==> config.mk <==
export PLATFORM = sky130hd
export DESIGN_NAME = ism_loader_flat
export DESIGN_NICKNAME = d
export VERILOG_FILES = /design/src/rtl/ism_pkg.sv /design/src/rtl/ism_loader_if.sv /design/src/rtl/ism_loader.sv /design/src/flat_wrapper.sv
export SDC_FILE = /design/constraint.sdc
export NUM_CORES = 1
export LEC_CHECK = 0
export ABC_CLOCK_PERIOD_IN_PS = 2500
export CAP_MARGIN = 20
export CORE_MARGIN = 3
export CORE_UTILIZATION = 40
export DETAILED_ROUTE_END_ITERATION = 7
export PLACE_DENSITY = 0.81
export SLEW_MARGIN = 20
export SYNTH_ARGS = -nofsm -noshare
export SYNTH_HDL_FRONTEND = slang
export SYNTH_SLANG_ARGS = --single-unit
==> constraint.sdc <==
create_clock -name CLK -period 2.5 [get_ports CLK]
set_input_delay 0.25 -clock CLK [delete_from_list [all_inputs] [get_ports CLK]]
set_output_delay 0.25 -clock CLK [all_outputs]
set_load 0.05 [all_outputs]
==> src/rtl/ism_pkg.sv <==
// Shared constants for the instruction store: geometry, loader state encoding and byte-lane order.
// Imported by the loader, its interface and the fetch-side byte RAM.
package ism_pkg;

  localparam int ISM_DEPTH          = 512;
  localparam int ISM_AW             = 9;
  localparam int ISM_BYTES_PER_WORD = 4;

  // Big-endian packing: byte at PC+i carries word bits [31-8*i -: 8], so fetch
  // reassembles {M[PC], M[PC+1], M[PC+2], M[PC+3]} most-significant first.
  localparam bit ISM_BIG_ENDIAN = 1'b1;

  typedef logic [2:0] ism_state_t;

  localparam ism_state_t ISM_ST_IDLE   = 3'd0;
  localparam ism_state_t ISM_ST_ACCEPT = 3'd1;
  localparam ism_state_t ISM_ST_WRITE  = 3'd2;
  localparam ism_state_t ISM_ST_DONE   = 3'd3;
  localparam ism_state_t ISM_ST_ERR    = 3'd4;

endpackage

==> src/rtl/ism_loader_if.sv <==
// Host word handshake, session control/status and byte write port of the instruction loader.
// master = boot/test host side, slave = loader side.
interface ism_loader_if #(
  parameter int AW = ism_pkg::ISM_AW
) ();

  logic          start;
  logic [AW-1:0] base_addr;
  logic          word_valid;
  logic [31:0]   word_data;
  logic          word_last;
  logic          word_ready;
  logic          mem_we;
  logic [AW-1:0] mem_addr;
  logic [7:0]    mem_wdata;
  logic          busy;
  logic          done;
  logic          overflow;

  modport master (
    output start, base_addr, word_valid, word_data, word_last,
    input  word_ready, mem_we, mem_addr, mem_wdata, busy, done, overflow
  );

  modport slave (
    input  start, base_addr, word_valid, word_data, word_last,
    output word_ready, mem_we, mem_addr, mem_wdata, busy, done, overflow
  );

endinterface

==> src/rtl/ism_loader.sv <==
// Loads 32-bit words from a valid/ready host into byte memory, big-endian, one byte per cycle.
// 5 cycles per word (handshake + 4 writes); word_ready is low while writing and outside a session.
module ism_loader
  import ism_pkg::*;
#(
  parameter int DEPTH = ISM_DEPTH,
  parameter int AW    = ISM_AW
) (
  input  logic        CLK,
  input  logic        Reset,
  ism_loader_if.slave bus
);

  localparam logic [AW:0] END_ADDR = (AW+1)'(DEPTH);
  localparam logic [1:0]  LAST_IDX = 2'(ISM_BYTES_PER_WORD - 1);

  ism_state_t    state_q, state_d;
  logic [AW:0]   addr_q, addr_d, addr_inc;
  logic [31:0]   shift_q, shift_d;
  logic          last_q, last_d;
  logic [1:0]    idx_q, idx_d;
  logic [AW-1:0] base_aligned;

  logic          word_ready, mem_we, busy, done, overflow;
  logic [AW-1:0] mem_addr;
  logic [7:0]    mem_wdata;

  assign addr_inc     = addr_q + (AW+1)'(1);
  assign base_aligned = bus.base_addr & ~AW'(3);

  always_ff @(posedge CLK) begin
    if (Reset) begin
      state_q <= ISM_ST_IDLE;
    end else begin
      state_q <= state_d;
    end
  end

  always_comb begin
    state_d = state_q;
    case (state_q)
      ISM_ST_IDLE, ISM_ST_DONE, ISM_ST_ERR: begin
        if (bus.start) state_d = ISM_ST_ACCEPT;
      end
      ISM_ST_ACCEPT: begin
        if (bus.word_valid) state_d = ISM_ST_WRITE;
      end
      ISM_ST_WRITE: begin
        // last wins over overflow so a final word ending at DEPTH-1 completes normally
        if (idx_q == LAST_IDX) begin
          if (last_q)                    state_d = ISM_ST_DONE;
          else if (addr_inc == END_ADDR) state_d = ISM_ST_ERR;
          else                           state_d = ISM_ST_ACCEPT;
        end
      end
      default: state_d = ISM_ST_IDLE;
    endcase
  end

  always_comb begin
    word_ready = (state_q == ISM_ST_ACCEPT);
    mem_we     = (state_q == ISM_ST_WRITE);
    busy       = (state_q == ISM_ST_ACCEPT) || (state_q == ISM_ST_WRITE);
    done       = (state_q == ISM_ST_DONE);
    overflow   = (state_q == ISM_ST_ERR);
    mem_addr   = addr_q[AW-1:0];
    mem_wdata  = shift_q[31:24];
  end

  always_comb begin
    addr_d  = addr_q;
    shift_d = shift_q;
    last_d  = last_q;
    idx_d   = idx_q;
    case (state_q)
      ISM_ST_IDLE, ISM_ST_DONE, ISM_ST_ERR: begin
        if (bus.start) addr_d = {1'b0, base_aligned};
      end
      ISM_ST_ACCEPT: begin
        if (bus.word_valid) begin
          shift_d = bus.word_data;
          last_d  = bus.word_last;
          idx_d   = 2'd0;
        end
      end
      ISM_ST_WRITE: begin
        shift_d = {shift_q[23:0], 8'h00};
        addr_d  = addr_inc;
        idx_d   = idx_q + 2'd1;
      end
      default: ;
    endcase
  end

  always_ff @(posedge CLK) begin
    if (Reset) begin
      addr_q  <= '0;
      shift_q <= '0;
      last_q  <= 1'b0;
      idx_q   <= 2'd0;
    end else begin
      addr_q  <= addr_d;
      shift_q <= shift_d;
      last_q  <= last_d;
      idx_q   <= idx_d;
    end
  end

  assign bus.word_ready = word_ready;
  assign bus.mem_we     = mem_we;
  assign bus.mem_addr   = mem_addr;
  assign bus.mem_wdata  = mem_wdata;
  assign bus.busy       = busy;
  assign bus.done       = done;
  assign bus.overflow   = overflow;

endmodule

==> src/flat_wrapper.sv <==
// flat-port wrapper written by rule: the top's interface ports become plain ports
module ism_loader_flat import ism_pkg::*;
#(
  parameter int DEPTH = ISM_DEPTH,
  parameter int AW    = ISM_AW
)
  (CLK, Reset, bus_start, bus_base_addr, bus_word_valid, bus_word_data, bus_word_last, bus_word_ready, bus_mem_we, bus_mem_addr, bus_mem_wdata, bus_busy, bus_done, bus_overflow);
  ism_loader_if #(.AW(AW)) bus_i ();
  input  logic CLK;
  input  logic Reset;
  input wire logic [$bits(bus_i.start)-1:0] bus_start;
  input wire logic [$bits(bus_i.base_addr)-1:0] bus_base_addr;
  input wire logic [$bits(bus_i.word_valid)-1:0] bus_word_valid;
  input wire logic [$bits(bus_i.word_data)-1:0] bus_word_data;
  input wire logic [$bits(bus_i.word_last)-1:0] bus_word_last;
  output wire logic [$bits(bus_i.word_ready)-1:0] bus_word_ready;
  output wire logic [$bits(bus_i.mem_we)-1:0] bus_mem_we;
  output wire logic [$bits(bus_i.mem_addr)-1:0] bus_mem_addr;
  output wire logic [$bits(bus_i.mem_wdata)-1:0] bus_mem_wdata;
  output wire logic [$bits(bus_i.busy)-1:0] bus_busy;
  output wire logic [$bits(bus_i.done)-1:0] bus_done;
  output wire logic [$bits(bus_i.overflow)-1:0] bus_overflow;
  assign bus_i.start = bus_start;
  assign bus_i.base_addr = bus_base_addr;
  assign bus_i.word_valid = bus_word_valid;
  assign bus_i.word_data = bus_word_data;
  assign bus_i.word_last = bus_word_last;
  assign bus_word_ready = bus_i.word_ready;
  assign bus_mem_we = bus_i.mem_we;
  assign bus_mem_addr = bus_i.mem_addr;
  assign bus_mem_wdata = bus_i.mem_wdata;
  assign bus_busy = bus_i.busy;
  assign bus_done = bus_i.done;
  assign bus_overflow = bus_i.overflow;
  ism_loader #(.DEPTH(DEPTH), .AW(AW)) u_core (.CLK(CLK), .Reset(Reset), .bus(bus_i));
endmodule
==> run summary <==
CTS resizes: 0
Grt ovf: 0
Std-Cell Rows: 27
Worst Hold Path EP: u_core.shift_q[0]$_SDFFE_PP0P_
Top_reg_cell synth: dfxtp_1
Seq/Total Area, Yosys: 39.5%
Reg2reg start: u_core.addr_q[1]$_SDFFE_PP0P_
Fmax achieved: 446 MHz
DR top layer: met4
Max FO, Critical Path: 8
Root buffer cell: clkbuf_8
R2r endpoint: u_core.state_q[0]$_SDFFE_PP0P_
Fin crit period: 2240 ps
Synth Cell Area: 2430 um2
Min-Delay Path Class: flop to flop
Skew-Pair Late Insertion Delay: 300 ps
Syn_nets: 368
Relative slew slack: 61.1%
Fin. Hold Viols: 0
CTS buffer count: 5
Setup TNS: 0 ps
Fraction of registers with async set or reset after synthesis: 0%
Die area: 7050 um2
Share of cells above drive strength 1: 6.15%
Hold Crit Start: u_core.shift_q[0]$_SDFFE_PP0P_
M1 WL: 2.67 mm
Met2 Wirelength: 2.77 mm
Clock transition at path regs: 90 ps
Max IR drop VDD: 355 uV
Worst R2R Path Depth: 6
Hold depth: 2
Flops & latches, synth: 48
Area growth syn-to-layout: 26.9%
Via Count: 2346
Final worst path period share: 89.6%
Synthesis Warnings: 0
H-tree lvl count: 2
IO buf count: 65
Post-synth EDFFs: 0
First drt pass iteration count: 4
Worst-case clock skew: 4.01 ps
Distinct cells, synth: 50
First-pass GRT wire length: 9.92 mm
Die H: 84.0 um
Total track usage: 16.7%
Total power: 1.89 mW
Met3 wire len: 412 um
Largest net degree at the start of global routing: 47
Vias per inst: 5.46
Static Leak: 1.19 nW
Final nets: 406
Final setup vio count: 0
Ports: 68
Post-CTS setup buffer count: 0
Crit end category: output pin
CTS Buffer Depth: 2
1st-iter DRT viols: 170
Post-DP HPWL: 3.99 mm
Clk sink count: 48
Core box area: 5710 um2
Least-Margin Pin Slew: 582 ps
Max-Cap Viols: 0
Vias in the first global route: 2151
Post-cts hold buffer count: 0
Die Width: 84.0 um
P per Cell Area: 613 nW/um2
CP Launch Type: flop
Gpl congestion: 0.799
Max Slew Vio Count: 0
WP data arrival: 1990 ps
Routed wire length: 5.90 mm
Antenna fix cells: 0
Mapped Cells: 319
Drt wl/cell: 13.7 um
Initial antenna violation count: 0
Post-route ant nets: 0
RSZ-0062 raised after global routing: no
Post-Syn Area per Cell: 7.62 um2
# DRC: 0
R2r setup slk: 430 ps
CP required: 2250 ps
Outcome: finished clean
CTS tree: built
CP Class: flop to output pin
Starting density of the core: 42.6%
sequential cells by signal, indices dropped and copies added, names as in the netlist:
signal and count:
u_core.shift_q 32, u_core.addr_q 10, u_core.state_q 3, u_core.idx_q 2, u_core.last_q 1
worst max-delay path by stage:
stage                                         from                               to  slack, ps  depth (start not counted)
floorplan           u_core.state_q[0]$_SDFFE_PP0P_  u_core.shift_q[12]$_SDFFE_PP0P_        410                          6
global placement     u_core.addr_q[1]$_SDFFE_PP0P_   u_core.state_q[0]$_SDFFE_PP0P_        520                          6
detailed placement   u_core.addr_q[1]$_SDFFE_PP0P_   u_core.state_q[0]$_SDFFE_PP0P_        490                          6
CTS                 u_core.state_q[0]$_SDFFE_PP0P_                     bus_overflow        260                          3
global route        u_core.state_q[0]$_SDFFE_PP0P_                     bus_overflow        190                          3
finish              u_core.state_q[0]$_SDFFE_PP0P_                     bus_overflow        260                          3
cell type report:
type	count	area, um2
inverters	4	15.0
fillers	520	2620
multi-input cells	229	1230
clock buffers	5	68.8
well taps	72	90.1
repair buffers	69	676
clock inverters	3	47.5
flip-flops and latches	48	961
synth_stat cells, drive strengths merged, types with 3 or more instances:
master / instances / share of area [%]
nor2: 89 / 14
dfxtp: 48 / 40
buf: 26 / 7.5
nor4: 26 / 6.7
nand2: 25 / 4.0
a21oi: 17 / 3.7
clkbuf: 12 / 1.9
nand3: 9 / 1.9
o21ai: 7 / 1.4
a22oi: 4 / 1.2
nor3: 4 / 0.82
a2bb2oi: 3 / 1.1
ha: 3 / 1.5
inv: 3 / 0.46
nand2b: 3 / 0.77
nor3b: 3 / 1.1
o31ai: 3 / 0.93
layout by cell type, fill, tap and decap left out, drive strengths merged, types with 2 or more instances in the layout:
| cell | instances |
|---|---|
| a21oi | 17 |
| clkinv | 3 |
| clkdlybuf4s50 | 63 |
| and2 | 2 |
| ha | 3 |
| nor3 | 4 |
| nor4 | 26 |
| clkbuf | 5 |
| nor3b | 3 |
| nand2 | 25 |
| dfxtp | 48 |
| a21o | 2 |
| a2111oi | 2 |
| o31ai | 3 |
| nor2b | 2 |
| nand4 | 2 |
| buf | 6 |
| nand2b | 3 |
| and3 | 2 |
| a311oi | 2 |
| a31o | 2 |
| a22oi | 4 |
| o21ai | 7 |
| nand3 | 9 |
| nor2 | 89 |
| a2bb2oi | 3 |
| a221oi | 2 |
| inv | 3 |
report_power, final:
part / internal, mW / switching (mW) / total [mW]
Clock: 0.301 / 0.272 / 0.574
Combinational: 0.187 / 0.257 / 0.444
Sequential: 0.824 / 0.0484 / 0.872
Total: 1.31 / 0.577 / 1.89
cell families after synthesis:
kind of cell,synth area share [%]
multiplexers,0.875
buffers and inverters,9.98
AO/OA/AOI/OAI,14.9
flip-flops,39.5
AND/OR/NAND/NOR,32.8
adder cells (fa/ha/maj),1.54
XOR/XNOR,0.360
worst max-delay path, stage by stage (launching register included):
cell and delay [ps]:
dfxtp_1 380, nor2_1 300, and2_1 210, clkdlybuf4s50_1 810
stage by stage:
stage / cell area [um2] / util [%] / hold slack (ps) / setup WS (ps) / std cells
after floorplan: 2430 / - / 386 / 411 / 319
after global placement: 2970 / 52.0 / 444 / 524 / 422
after detailed placement: 2970 / 52.0 / 447 / 494 / 422
after CTS: 3090 / 54.0 / 461 / 258 / 430
after global routing: 3090 / 54.0 / 495 / 190 / 430
final: 3090 / 54.0 / 462 / 260 / 430
metal layers:
layer  global-route usage (%)  vias up
li1                         -     1166
met3                     4.94        6
met2                     26.2       88
met5                        0        -
met4                     4.53        0
met1                     22.3     1086
No activity file was read; power rests on OpenSTA's default activity.
